===== config.mk =====
export PLATFORM = sky130hd
export DESIGN_NAME = fft_iter_sched_flat
export DESIGN_NICKNAME = d
export VERILOG_FILES = /design/src/rtl/fft_iter_sched_if.sv /design/src/rtl/fft_iter_sched.sv /design/src/flat_wrapper.sv
export SDC_FILE = /design/constraint.sdc
export NUM_CORES = 1
export LEC_CHECK = 0
export CAP_MARGIN = 20
export CORE_ASPECT_RATIO = 1.75
export CORE_MARGIN = 2
export CORE_UTILIZATION = 58
export CTS_CLUSTER_SIZE = 8
export DETAILED_ROUTE_END_ITERATION = 8
export PLACE_DENSITY = 0.81
export SLEW_MARGIN = 20
export SYNTH_ARGS = -nofsm -noshare
export SYNTH_HDL_FRONTEND = slang
export SYNTH_SLANG_ARGS = --single-unit

===== constraint.sdc =====
create_clock -name CLK -period 12.4 [get_ports CLK]
set_clock_uncertainty 0.2 [all_clocks]
set_input_delay 2.48 -clock CLK [delete_from_list [all_inputs] [get_ports CLK]]
set_output_delay 2.48 -clock CLK [all_outputs]
set_load 0.02 [all_outputs]

===== src/rtl/fft_iter_sched_if.sv =====
// Handshake and bus bundle between the FFT scheduler and its environment.
interface fft_iter_sched_if #(
  parameter int MAX_LOG2N = 10
);
  logic                   i_CFG_VALID;
  logic [3:0]             i_CFG_LOG2N;
  logic                   o_CFG_READY;
  logic                   o_CFG_ERR;
  logic                   o_PARAM_EN;
  logic [3:0]             o_LOG2N;
  logic                   i_START;
  logic                   i_ABORT;
  logic                   o_BUSY;
  logic                   o_RD_VALID;
  logic [MAX_LOG2N-1:0]   o_RD_ADDR_A;
  logic [MAX_LOG2N-1:0]   o_RD_ADDR_B;
  logic [MAX_LOG2N-2:0]   o_TW_IDX;
  logic [3:0]             o_STAGE;
  logic                   o_WR_EN;
  logic [MAX_LOG2N-1:0]   o_WR_ADDR_A;
  logic [MAX_LOG2N-1:0]   o_WR_ADDR_B;
  logic                   o_DONE;

  modport master (
    output i_CFG_VALID, i_CFG_LOG2N, i_START, i_ABORT,
    input  o_CFG_READY, o_CFG_ERR, o_PARAM_EN, o_LOG2N, o_BUSY, o_RD_VALID,
           o_RD_ADDR_A, o_RD_ADDR_B, o_TW_IDX, o_STAGE, o_WR_EN,
           o_WR_ADDR_A, o_WR_ADDR_B, o_DONE
  );

  modport slave (
    input  i_CFG_VALID, i_CFG_LOG2N, i_START, i_ABORT,
    output o_CFG_READY, o_CFG_ERR, o_PARAM_EN, o_LOG2N, o_BUSY, o_RD_VALID,
           o_RD_ADDR_A, o_RD_ADDR_B, o_TW_IDX, o_STAGE, o_WR_EN,
           o_WR_ADDR_A, o_WR_ADDR_B, o_DONE
  );
endinterface


===== src/rtl/fft_iter_sched.sv =====
// Stage/butterfly scheduler for an iterative radix-2 DIT FFT core.
// Issues one butterfly per cycle, mirrors the issue stream onto a delayed
// write-back port and inserts a PIPE_LAT drain gap between stages.
module fft_iter_sched #(
  parameter int MAX_LOG2N = 10,
  parameter int PIPE_LAT  = 4
) (
  input  logic            CLK,
  input  logic            RST,
  fft_iter_sched_if.slave bus
);
  localparam int AW  = MAX_LOG2N;
  localparam int TWW = MAX_LOG2N - 1;
  localparam int CW  = $clog2(PIPE_LAT + 1);

  typedef enum logic [1:0] {IDLE, RUN, DRAIN, DONE} state_t;

  state_t          state;
  logic [3:0]      log2n;
  logic [3:0]      stage;
  logic [TWW-1:0]  bidx;
  logic [CW-1:0]   cnt;
  logic            cfg_err, param_en, busy, rd_valid, done;
  logic [AW-1:0]   rd_a, rd_b;
  logic [TWW-1:0]  tw;
  logic [PIPE_LAT-1:0] wv;
  logic [AW-1:0]   wa [PIPE_LAT];
  logic [AW-1:0]   wb [PIPE_LAT];

  logic [3:0]      iss_s;
  logic [TWW-1:0]  iss_b;
  logic [AW-1:0]   bx, span, pos, a_n, b_n;
  logic [TWW-1:0]  tw_n, last_b;
  logic            cfg_take, cfg_ok;

  assign cfg_take = bus.i_CFG_VALID && (state == IDLE);
  assign cfg_ok   = (bus.i_CFG_LOG2N != 4'd0) && (bus.i_CFG_LOG2N <= 4'(MAX_LOG2N));
  // wraps to all-ones when N/2 equals 2^TWW, which is still the correct last index
  assign last_b   = (TWW'(1) << (log2n - 4'd1)) - TWW'(1);

  // Addresses of the butterfly that will be issued on the next cycle
  always_comb begin
    iss_s = '0;
    iss_b = '0;
    case (state)
      RUN:     begin iss_s = stage;        iss_b = bidx + TWW'(1); end
      DRAIN:   begin iss_s = stage + 4'd1; iss_b = '0;             end
      default: begin iss_s = '0;           iss_b = '0;             end
    endcase
    bx   = {1'b0, iss_b};
    span = AW'(1) << iss_s;
    pos  = bx & (span - AW'(1));
    a_n  = ((bx >> iss_s) << (iss_s + 4'd1)) | pos;
    b_n  = a_n | span;
    tw_n = TWW'(pos << (log2n - 4'd1 - iss_s));
  end

  // Control FSM, issue registers and write-back delay line
  always_ff @(posedge CLK or posedge RST) begin
    if (RST) begin
      state    <= IDLE;
      log2n    <= 4'(MAX_LOG2N);
      stage    <= '0;
      bidx     <= '0;
      cnt      <= '0;
      cfg_err  <= 1'b0;
      param_en <= 1'b0;
      busy     <= 1'b0;
      rd_valid <= 1'b0;
      done     <= 1'b0;
      rd_a     <= '0;
      rd_b     <= '0;
      tw       <= '0;
      wv       <= '0;
      for (int unsigned i = 0; i < PIPE_LAT; i++) begin
        wa[i] <= '0;
        wb[i] <= '0;
      end
    end else begin
      cfg_err  <= 1'b0;
      param_en <= 1'b0;
      done     <= 1'b0;
      rd_valid <= 1'b0;
      wv[0]    <= rd_valid;
      wa[0]    <= rd_a;
      wb[0]    <= rd_b;
      for (int unsigned i = 1; i < PIPE_LAT; i++) begin
        wv[i] <= wv[i-1];
        wa[i] <= wa[i-1];
        wb[i] <= wb[i-1];
      end
      if (bus.i_ABORT && state != IDLE) begin
        // later assignment overrides the shift above, flushing pending writes
        state <= IDLE;
        busy  <= 1'b0;
        wv    <= '0;
      end else begin
        case (state)
          IDLE: begin
            if (cfg_take) begin
              if (cfg_ok) begin
                log2n    <= bus.i_CFG_LOG2N;
                param_en <= 1'b1;
              end else begin
                cfg_err <= 1'b1;
              end
            end
            if (bus.i_START) begin
              state    <= RUN;
              busy     <= 1'b1;
              stage    <= '0;
              bidx     <= '0;
              rd_valid <= 1'b1;
              rd_a     <= a_n;
              rd_b     <= b_n;
              tw       <= tw_n;
            end
          end
          RUN: begin
            if (bidx == last_b) begin
              state <= DRAIN;
              cnt   <= CW'(PIPE_LAT - 1);
            end else begin
              bidx     <= iss_b;
              rd_valid <= 1'b1;
              rd_a     <= a_n;
              rd_b     <= b_n;
              tw       <= tw_n;
            end
          end
          DRAIN: begin
            if (cnt != '0) begin
              cnt <= cnt - CW'(1);
            end else if (stage == log2n - 4'd1) begin
              state <= DONE;
              done  <= 1'b1;
              busy  <= 1'b0;
            end else begin
              state    <= RUN;
              stage    <= iss_s;
              bidx     <= '0;
              rd_valid <= 1'b1;
              rd_a     <= a_n;
              rd_b     <= b_n;
              tw       <= tw_n;
            end
          end
          default: state <= IDLE;
        endcase
      end
    end
  end

  assign bus.o_CFG_READY = (state == IDLE);
  assign bus.o_CFG_ERR   = cfg_err;
  assign bus.o_PARAM_EN  = param_en;
  assign bus.o_LOG2N     = log2n;
  assign bus.o_BUSY      = busy;
  assign bus.o_RD_VALID  = rd_valid;
  assign bus.o_RD_ADDR_A = rd_a;
  assign bus.o_RD_ADDR_B = rd_b;
  assign bus.o_TW_IDX    = tw;
  assign bus.o_STAGE     = stage;
  assign bus.o_WR_EN     = wv[PIPE_LAT-1];
  assign bus.o_WR_ADDR_A = wa[PIPE_LAT-1];
  assign bus.o_WR_ADDR_B = wb[PIPE_LAT-1];
  assign bus.o_DONE      = done;
endmodule

===== src/flat_wrapper.sv =====
// flat-port wrapper written by rule: the top's interface ports become plain ports
module fft_iter_sched_flat 
#(
  parameter int MAX_LOG2N = 10,
  parameter int PIPE_LAT  = 4
)
  (CLK, RST, bus_i_CFG_VALID, bus_i_CFG_LOG2N, bus_i_START, bus_i_ABORT, bus_o_CFG_READY, bus_o_CFG_ERR, bus_o_PARAM_EN, bus_o_LOG2N, bus_o_BUSY, bus_o_RD_VALID, bus_o_RD_ADDR_A, bus_o_RD_ADDR_B, bus_o_TW_IDX, bus_o_STAGE, bus_o_WR_EN, bus_o_WR_ADDR_A, bus_o_WR_ADDR_B, bus_o_DONE);
  fft_iter_sched_if #(.MAX_LOG2N(MAX_LOG2N)) bus_i ();
  input  logic CLK;
  input  logic RST;
  input wire logic [$bits(bus_i.i_CFG_VALID)-1:0] bus_i_CFG_VALID;
  input wire logic [$bits(bus_i.i_CFG_LOG2N)-1:0] bus_i_CFG_LOG2N;
  input wire logic [$bits(bus_i.i_START)-1:0] bus_i_START;
  input wire logic [$bits(bus_i.i_ABORT)-1:0] bus_i_ABORT;
  output wire logic [$bits(bus_i.o_CFG_READY)-1:0] bus_o_CFG_READY;
  output wire logic [$bits(bus_i.o_CFG_ERR)-1:0] bus_o_CFG_ERR;
  output wire logic [$bits(bus_i.o_PARAM_EN)-1:0] bus_o_PARAM_EN;
  output wire logic [$bits(bus_i.o_LOG2N)-1:0] bus_o_LOG2N;
  output wire logic [$bits(bus_i.o_BUSY)-1:0] bus_o_BUSY;
  output wire logic [$bits(bus_i.o_RD_VALID)-1:0] bus_o_RD_VALID;
  output wire logic [$bits(bus_i.o_RD_ADDR_A)-1:0] bus_o_RD_ADDR_A;
  output wire logic [$bits(bus_i.o_RD_ADDR_B)-1:0] bus_o_RD_ADDR_B;
  output wire logic [$bits(bus_i.o_TW_IDX)-1:0] bus_o_TW_IDX;
  output wire logic [$bits(bus_i.o_STAGE)-1:0] bus_o_STAGE;
  output wire logic [$bits(bus_i.o_WR_EN)-1:0] bus_o_WR_EN;
  output wire logic [$bits(bus_i.o_WR_ADDR_A)-1:0] bus_o_WR_ADDR_A;
  output wire logic [$bits(bus_i.o_WR_ADDR_B)-1:0] bus_o_WR_ADDR_B;
  output wire logic [$bits(bus_i.o_DONE)-1:0] bus_o_DONE;
  assign bus_i.i_CFG_VALID = bus_i_CFG_VALID;
  assign bus_i.i_CFG_LOG2N = bus_i_CFG_LOG2N;
  assign bus_i.i_START = bus_i_START;
  assign bus_i.i_ABORT = bus_i_ABORT;
  assign bus_o_CFG_READY = bus_i.o_CFG_READY;
  assign bus_o_CFG_ERR = bus_i.o_CFG_ERR;
  assign bus_o_PARAM_EN = bus_i.o_PARAM_EN;
  assign bus_o_LOG2N = bus_i.o_LOG2N;
  assign bus_o_BUSY = bus_i.o_BUSY;
  assign bus_o_RD_VALID = bus_i.o_RD_VALID;
  assign bus_o_RD_ADDR_A = bus_i.o_RD_ADDR_A;
  assign bus_o_RD_ADDR_B = bus_i.o_RD_ADDR_B;
  assign bus_o_TW_IDX = bus_i.o_TW_IDX;
  assign bus_o_STAGE = bus_i.o_STAGE;
  assign bus_o_WR_EN = bus_i.o_WR_EN;
  assign bus_o_WR_ADDR_A = bus_i.o_WR_ADDR_A;
  assign bus_o_WR_ADDR_B = bus_i.o_WR_ADDR_B;
  assign bus_o_DONE = bus_i.o_DONE;
  fft_iter_sched #(.MAX_LOG2N(MAX_LOG2N), .PIPE_LAT(PIPE_LAT)) u_core (.CLK(CLK), .RST(RST), .bus(bus_i));
endmodule

Word-level counts from Yosys, hierarchy flattened
Cells that the tools add are included.
- reduce and logical (&&, ||, !) cells: 17
- muxes and demuxes: 59
- order comparisons: 1
- shift-type cells: 5
- bitwise logic cells: 4
- equality and inequality tests: 14
- $add $sub $neg: 8
- operators with widths (cell ; count):
    two-way mux 9 bit ; 9
    two-way mux 10 bit ; 8
    one-hot mux 10 bit (3 select lines) ; 2
    one-hot mux 9 bit (3 select lines) ; 2
    two-way mux 1 bit ; 21
    bitwise OR 10 bit ; 2
    two-way mux 4 bit ; 4
    one-hot mux 4 bit (2 select lines) ; 2
    AND reduction 4 bit ; 3
    AND 9 x 10 -> 10 bit ; 1
    two-way mux 2 bit ; 5
    << shifter 1 x 4 -> 10 bit (first input constant) ; 1
    << shifter 10 x 4 -> 10 bit ; 1
    << shifter 10 x 4 -> 9 bit ; 1
    >> shifter 9 x 4 -> 10 bit ; 1
    subtractor 10 x 1 -> 10 bit (second input constant) ; 1
    adder 9 x 1 -> 9 bit (second input constant) ; 1
    equality test 9 bit ; 1
    nonzero test 3 bit ; 3
    << shifter 1 x 4 -> 9 bit (first input constant) ; 1
    subtractor 9 x 2 -> 9 bit (second input constant) ; 1
    adder 4 x 1 -> 4 bit (second input constant) ; 2
    != test 2 bit (second input constant) ; 4
    two-way mux 3 bit ; 2
    22 further kinds ; 29
- register bits after elaboration: 140
- output and inout port bits: 64
- bits of input ports: 9

Longest topological paths before layout
- word-level depth: 10
- gate-level depth with buffers: 19
- depth with buffers taken out: 15

Worst setup path after synthesis
Ideal clock, no wire load.
- path type: register to register
- start point: register u_core.log2n[0] (netlist: u_core.bus.o_LOG2N[0])
- end point: register u_core.bidx[2]
- cell stages (with the launch flop): 18
- setup time: 125 ps
- period minus slack after synthesis: 4325 ps
- data arrival time: 4000 ps
- path buffers: 4
- path slack: 8075 ps
- cells stage by stage: dfrtp_1 buf_2 inv_1 ha_1 buf_2 o41ai_1 nand2_1 ha_1 xor2_1 or4_1 a31oi_1 o22ai_1 nor4_4 o211ai_2 and2_4 buf_6 buf_6 mux2_4
- cells in the longest elaborated chain, start to end: 6
- elaborated cells on any way between the ends: 8
- classes of those cells: add/sub (2); eq/ne (4); shift (1); reduce/logical (1)
- RTL lines (item ; line ; source):
    from (decl) ; fft_iter_sched.sv:19 ; logic [3:0] log2n;
    from (signal assigned) ; fft_iter_sched.sv:62 ; log2n <= 4'(MAX_LOG2N);
    from (signal assigned) ; fft_iter_sched.sv:102 ; log2n <= bus.i_CFG_LOG2N;
    subtractor 4 x 1 -> 4 bit * ; fft_iter_sched.sv:39, fft_iter_sched.sv:134 ;
    << shifter 1 x 4 -> 9 bit ; fft_iter_sched.sv:39 ; assign last_b = (TWW'(1) << (log2n - 4'd1)) - TWW'(1);
    subtractor 9 x 2 -> 9 bit ; fft_iter_sched.sv:39 ;
    equality test 9 bit ; fft_iter_sched.sv:120 ; if (bidx == last_b) begin
    != test 2 bit (no source line) ; - ;
    AND reduction 6 bit (no source line) * ; - ;
    to (signal assigned) ; fft_iter_sched.sv:124 ; bidx <= iss_b;
    to (decl) ; fft_iter_sched.sv:21 ; logic [TWW-1:0] bidx;
Mark *: on every way between the ends. The rest lies on a longest branch, timed or not.
A chain may end at the register's enable or synchronous reset.

Worst setup path in the final report
- start point: register u_core.state[0]
- end point: register u_core.tw[7] (netlist: u_core.bus.o_TW_IDX[7])
- cells in the longest elaborated chain, start to end: 9
- elaborated cells on any way between the ends: 24
- classes of those cells: add/sub (2); eq/ne (6); shift (2); mux (7); bitwise (2); reduce/logical (5)
- RTL lines (item ; line ; source):
    from (decl) ; fft_iter_sched.sv:18 ; state_t state;
    from (signal assigned) ; fft_iter_sched.sv:61 ; state <= IDLE;
    from (signal assigned) ; fft_iter_sched.sv:94 ; state <= IDLE;
    from (signal assigned) ; fft_iter_sched.sv:109 ; state <= RUN;
    equality test 2 bit or equality test 2 x 1 -> 1 bit (tied branches) ; fft_iter_sched.sv:45, fft_iter_sched.sv:98 ;
    one-hot mux 4 bit (2 select lines) ; fft_iter_sched.sv:45 ; case (state)
    << shifter 1 x 4 -> 10 bit ; fft_iter_sched.sv:51 ; span = AW'(1) << iss_s;
    subtractor 10 x 1 -> 10 bit ; fft_iter_sched.sv:52 ; pos = bx & (span - AW'(1));
    AND 9 x 10 -> 10 bit ; fft_iter_sched.sv:52 ;
    << shifter 10 x 4 -> 9 bit ; fft_iter_sched.sv:55 ; tw_n = TWW'(pos << (log2n - 4'd1 - iss_s));
    two-way mux 9 bit ; fft_iter_sched.sv:134 ; end else if (stage == log2n - 4'd1) begin
    two-way mux 9 bit ; fft_iter_sched.sv:132 ; if (cnt != '0) begin
    one-hot mux 9 bit (3 select lines) ; fft_iter_sched.sv:98 ; case (state)
    to (signal assigned) ; fft_iter_sched.sv:116 ; tw <= tw_n;
    to (signal assigned) ; fft_iter_sched.sv:128 ; tw <= tw_n;
    to (signal assigned) ; fft_iter_sched.sv:145 ; tw <= tw_n;
    to (decl) ; fft_iter_sched.sv:25 ; logic [TWW-1:0] tw;
Parallel ways exist; a longest one is shown, timed or not. The select of a mux whose other input is x is not followed.

==> run summary <==
RSZ-0062 raised after global routing: false
Die W: 91.1 um
Worst skew pair latency: 0.42 ns
Clk buf depth: 2
Warnings, synthesis: 0
Crit. End Element: flop
Remaining Overflow, GRT: 0
Fillers: 957
DRC: 0
F_max: 0.192 GHz
Final Max Tran Viols: 0
Reg2reg path depth: 15
Synth area leaders: dfrtp_1 45%, ha_1 3.9%, a21oi_1 3.5%
Initial Util: 59.6%
Drt initial violations: 795
Core area: 12900 um2
Die H: 157 um
Number of port buffers: 72
Pwr/cell area: 293 nW/um2
Critical path type: flop to flop
Worst EP arrival: 5.36 ns
Critical R2R Launch: u_core.state[0]
Area share of the leading cell type in the synthesized netlist: 44.8%
H-tree lvl count: 4
Antenna violations before repair: 0
Post-route ant nets: 0
Final setup vio count: 0
Crit path required time: 12.55 ns
Post-synthesis cell type count: 90
Maximum VDD drop: 0.158 mV
Global-route wire length before repair: 39000 um
Hold-fix buffers at CTS: 0
DR vias: 6839
Reg clk slew, reported paths: 0.07 ns
Hold depth: 0
Hpwl dp: 17400 um
Dpl ws: 7.42 ns
GR Util All Layers: 35.8%
Fin util: 69.3%
I/O pin total: 73
Fin crit period: 5.22 ns
Syn nets: 793
Ys async rst share: 100%
Post-Synthesis Cell Area: 7710 um2
Num CTS Buffers: 17
Tcrit/Tclk final: 42.1%
HP Start: u_core.wa[22]
Mean post-synth cell area: 10.2 um2
Post-synth top area cell: dfrtp_1
Static Leakage: 3.61 nW
Slew headroom: 27.6%
DIE AREA: 14300 um2
Final #Nets: 826
FP Rows: 55
Placed cells: 943
Largest net degree at the start of global routing: 82
MaxCap Viol Count: 0
Top_reg_cell synth: dfrtp_1
Hold slack: 0.140 ns
Number of global-route vias before repair: 6908
Yosys reg bits: 140
Layout Cells excl Fill: 976
GP Congestion: 1.02
Setup TNS: 0 ns
Clock root buffer: clkbuf_16
Post-CTS sizing: 0
Status: completed
Post-CTS setup buffers: 0
TritonRoute pass-1 iters: 8
Clk sinks: 140
Endpoint, Worst Hold: u_core.wa[12]
Post-synthesis sequential area ratio: 45.5%
Post-Route WL: 25700 um
Worst Hold Class: flop to flop
Via density: 7.01
CTS tree: yes
Cells after synthesis: 759
R2R Path End: u_core.bus.o_TW_IDX[7]
Ratio of cells with drive above 1 in the final layout: 10.9%
Routed length per instance: 26.3 um
Final worst slack: 7.18 ns
Number of synthesized flops with an enable pin: 0
Top cells by count, synth: 138 x dfrtp_1, 54 x a21oi_1, 44 x nand2_1, 34 x o21ai_0, 28 x inv_1
FF-to-FF setup slack: 7.18 ns
Worst Tran Pin Value: 1.08 ns
Critical path startpoint category: flop
N_diodes: 0
Area Overhead vs Synth: 16.3%
CP Max Fanout: 25
Final Hold Fails: 0
Most instantiated library cell after synthesis: dfrtp_1
==> how the worst max path moves through the flow <==
stage	depth (start not counted)	to	startpoint	slack, ns
floorplan	1	u_core.bidx[0]	RST	5.97
global placement	15	u_core.bus.o_TW_IDX[7]	u_core.state[0]	7.62
detailed placement	14	u_core.bus.o_TW_IDX[4]	u_core.bus.o_LOG2N[0]	7.42
CTS	15	u_core.bus.o_TW_IDX[7]	u_core.state[0]	7.29
global route	15	u_core.bus.o_TW_IDX[7]	u_core.state[0]	6.89
finish	15	u_core.bus.o_TW_IDX[7]	u_core.state[0]	7.18
==> worst max-delay path, cell delays in order, from the launching register on <==
cell and delay, ns:
dfrtp_1 0.44, inv_1 0.21, ha_1 0.79, mux2i_1 0.15, buf_4 0.26, inv_1 0.47
ha_1 0.43, nand2_1 0.14, ha_1 0.30, nand2b_1 0.15, o32a_1 0.19, nand4_1 0.16
a2111oi_1 0.55, a21oi_1 0.07, mux4_2 0.47, o2bb2ai_1 0.14
==> metrics by stage <==
step | instance area, um2 | total power [mW]
global placement | 8340 | 2.00
floorplan | 7710 | 1.65
CTS | 8940 | 2.59
finish | 8970 | 2.63
detailed placement | 8340 | 2.05
global route | 8970 | 2.73
==> cell type report <==
type	count	area [um2]	share of cell area (%)
Clock inverter	14	159	1.77
Tap cell	171	214	2.39
Sequential cell	140	3510	39.1
Timing Repair Buffer	81	808	9.01
Inverter	32	125	1.40
Clock buffer	18	439	4.90
Multi-Input combinational cell	520	3720	41.4
==> cell families (layout without fill, tap and decap cells) <==
kind of cell,Yosys count,after routing,synth area share [%]
mux,28,28,4.48
buf+inv,99,145,6.38
xor+xnor,20,20,2.37
fa+ha+maj,25,25,4.16
compound gates,251,251,23.6
flops,140,140,45.5
simple gates,196,196,13.5
==> layer usage <==
metal / up-vias / GRT usage, % / part of all wire [%]
met5: - / 0 / 0
met4: 0 / 20.4 / 5.9
met2: 459 / 65.5 / 53
met1: 3357 / 38.6 / 34
li1: 2914 / - / -
met3: 109 / 6.16 / 6.2
==> report_power, final <==
part | total [mW] | internal, mW | switching (mW)
sequential | 0.786 | 0.651 | 0.134
clock | 0.512 | 0.291 | 0.222
combinational | 1.33 | 0.494 | 0.833
total | 2.63 | 1.44 | 1.19
==> cell usage in the layout, fill, tap and decap left out, types with 14 or more instances in the layout <==
cell type and n:
o21ai_0 33, a31oi_1 17, a21oi_1 54, ha_1 24
dfrtp_1 138, nand3_1 21, nor3_1 24, nor4_1 14
clkdlybuf4s50_1 72, inv_1 27, nor2_1 27, clkbuf_16 17
nand2_1 44
==> state kept, by name (all words and copies together) (netlist names) <==
signal / flops
u_core.wa: 30
u_core.wb: 30
u_core.bus.o_RD_ADDR_A: 10
u_core.bus.o_RD_ADDR_B: 10
u_core.bus.o_WR_ADDR_A: 10
u_core.bus.o_WR_ADDR_B: 10
u_core.bidx: 9
u_core.bus.o_TW_IDX: 9
u_core.bus.o_LOG2N: 4
u_core.bus.o_STAGE: 4
u_core.wv: 4
u_core.cnt: 3
u_core.state: 2
u_core.bus.o_BUSY: 1
u_core.bus.o_CFG_ERR: 1
u_core.bus.o_DONE: 1
u_core.bus.o_PARAM_EN: 1
u_core.bus.o_RD_VALID: 1
No activity file was read; power rests on OpenSTA's default activity.
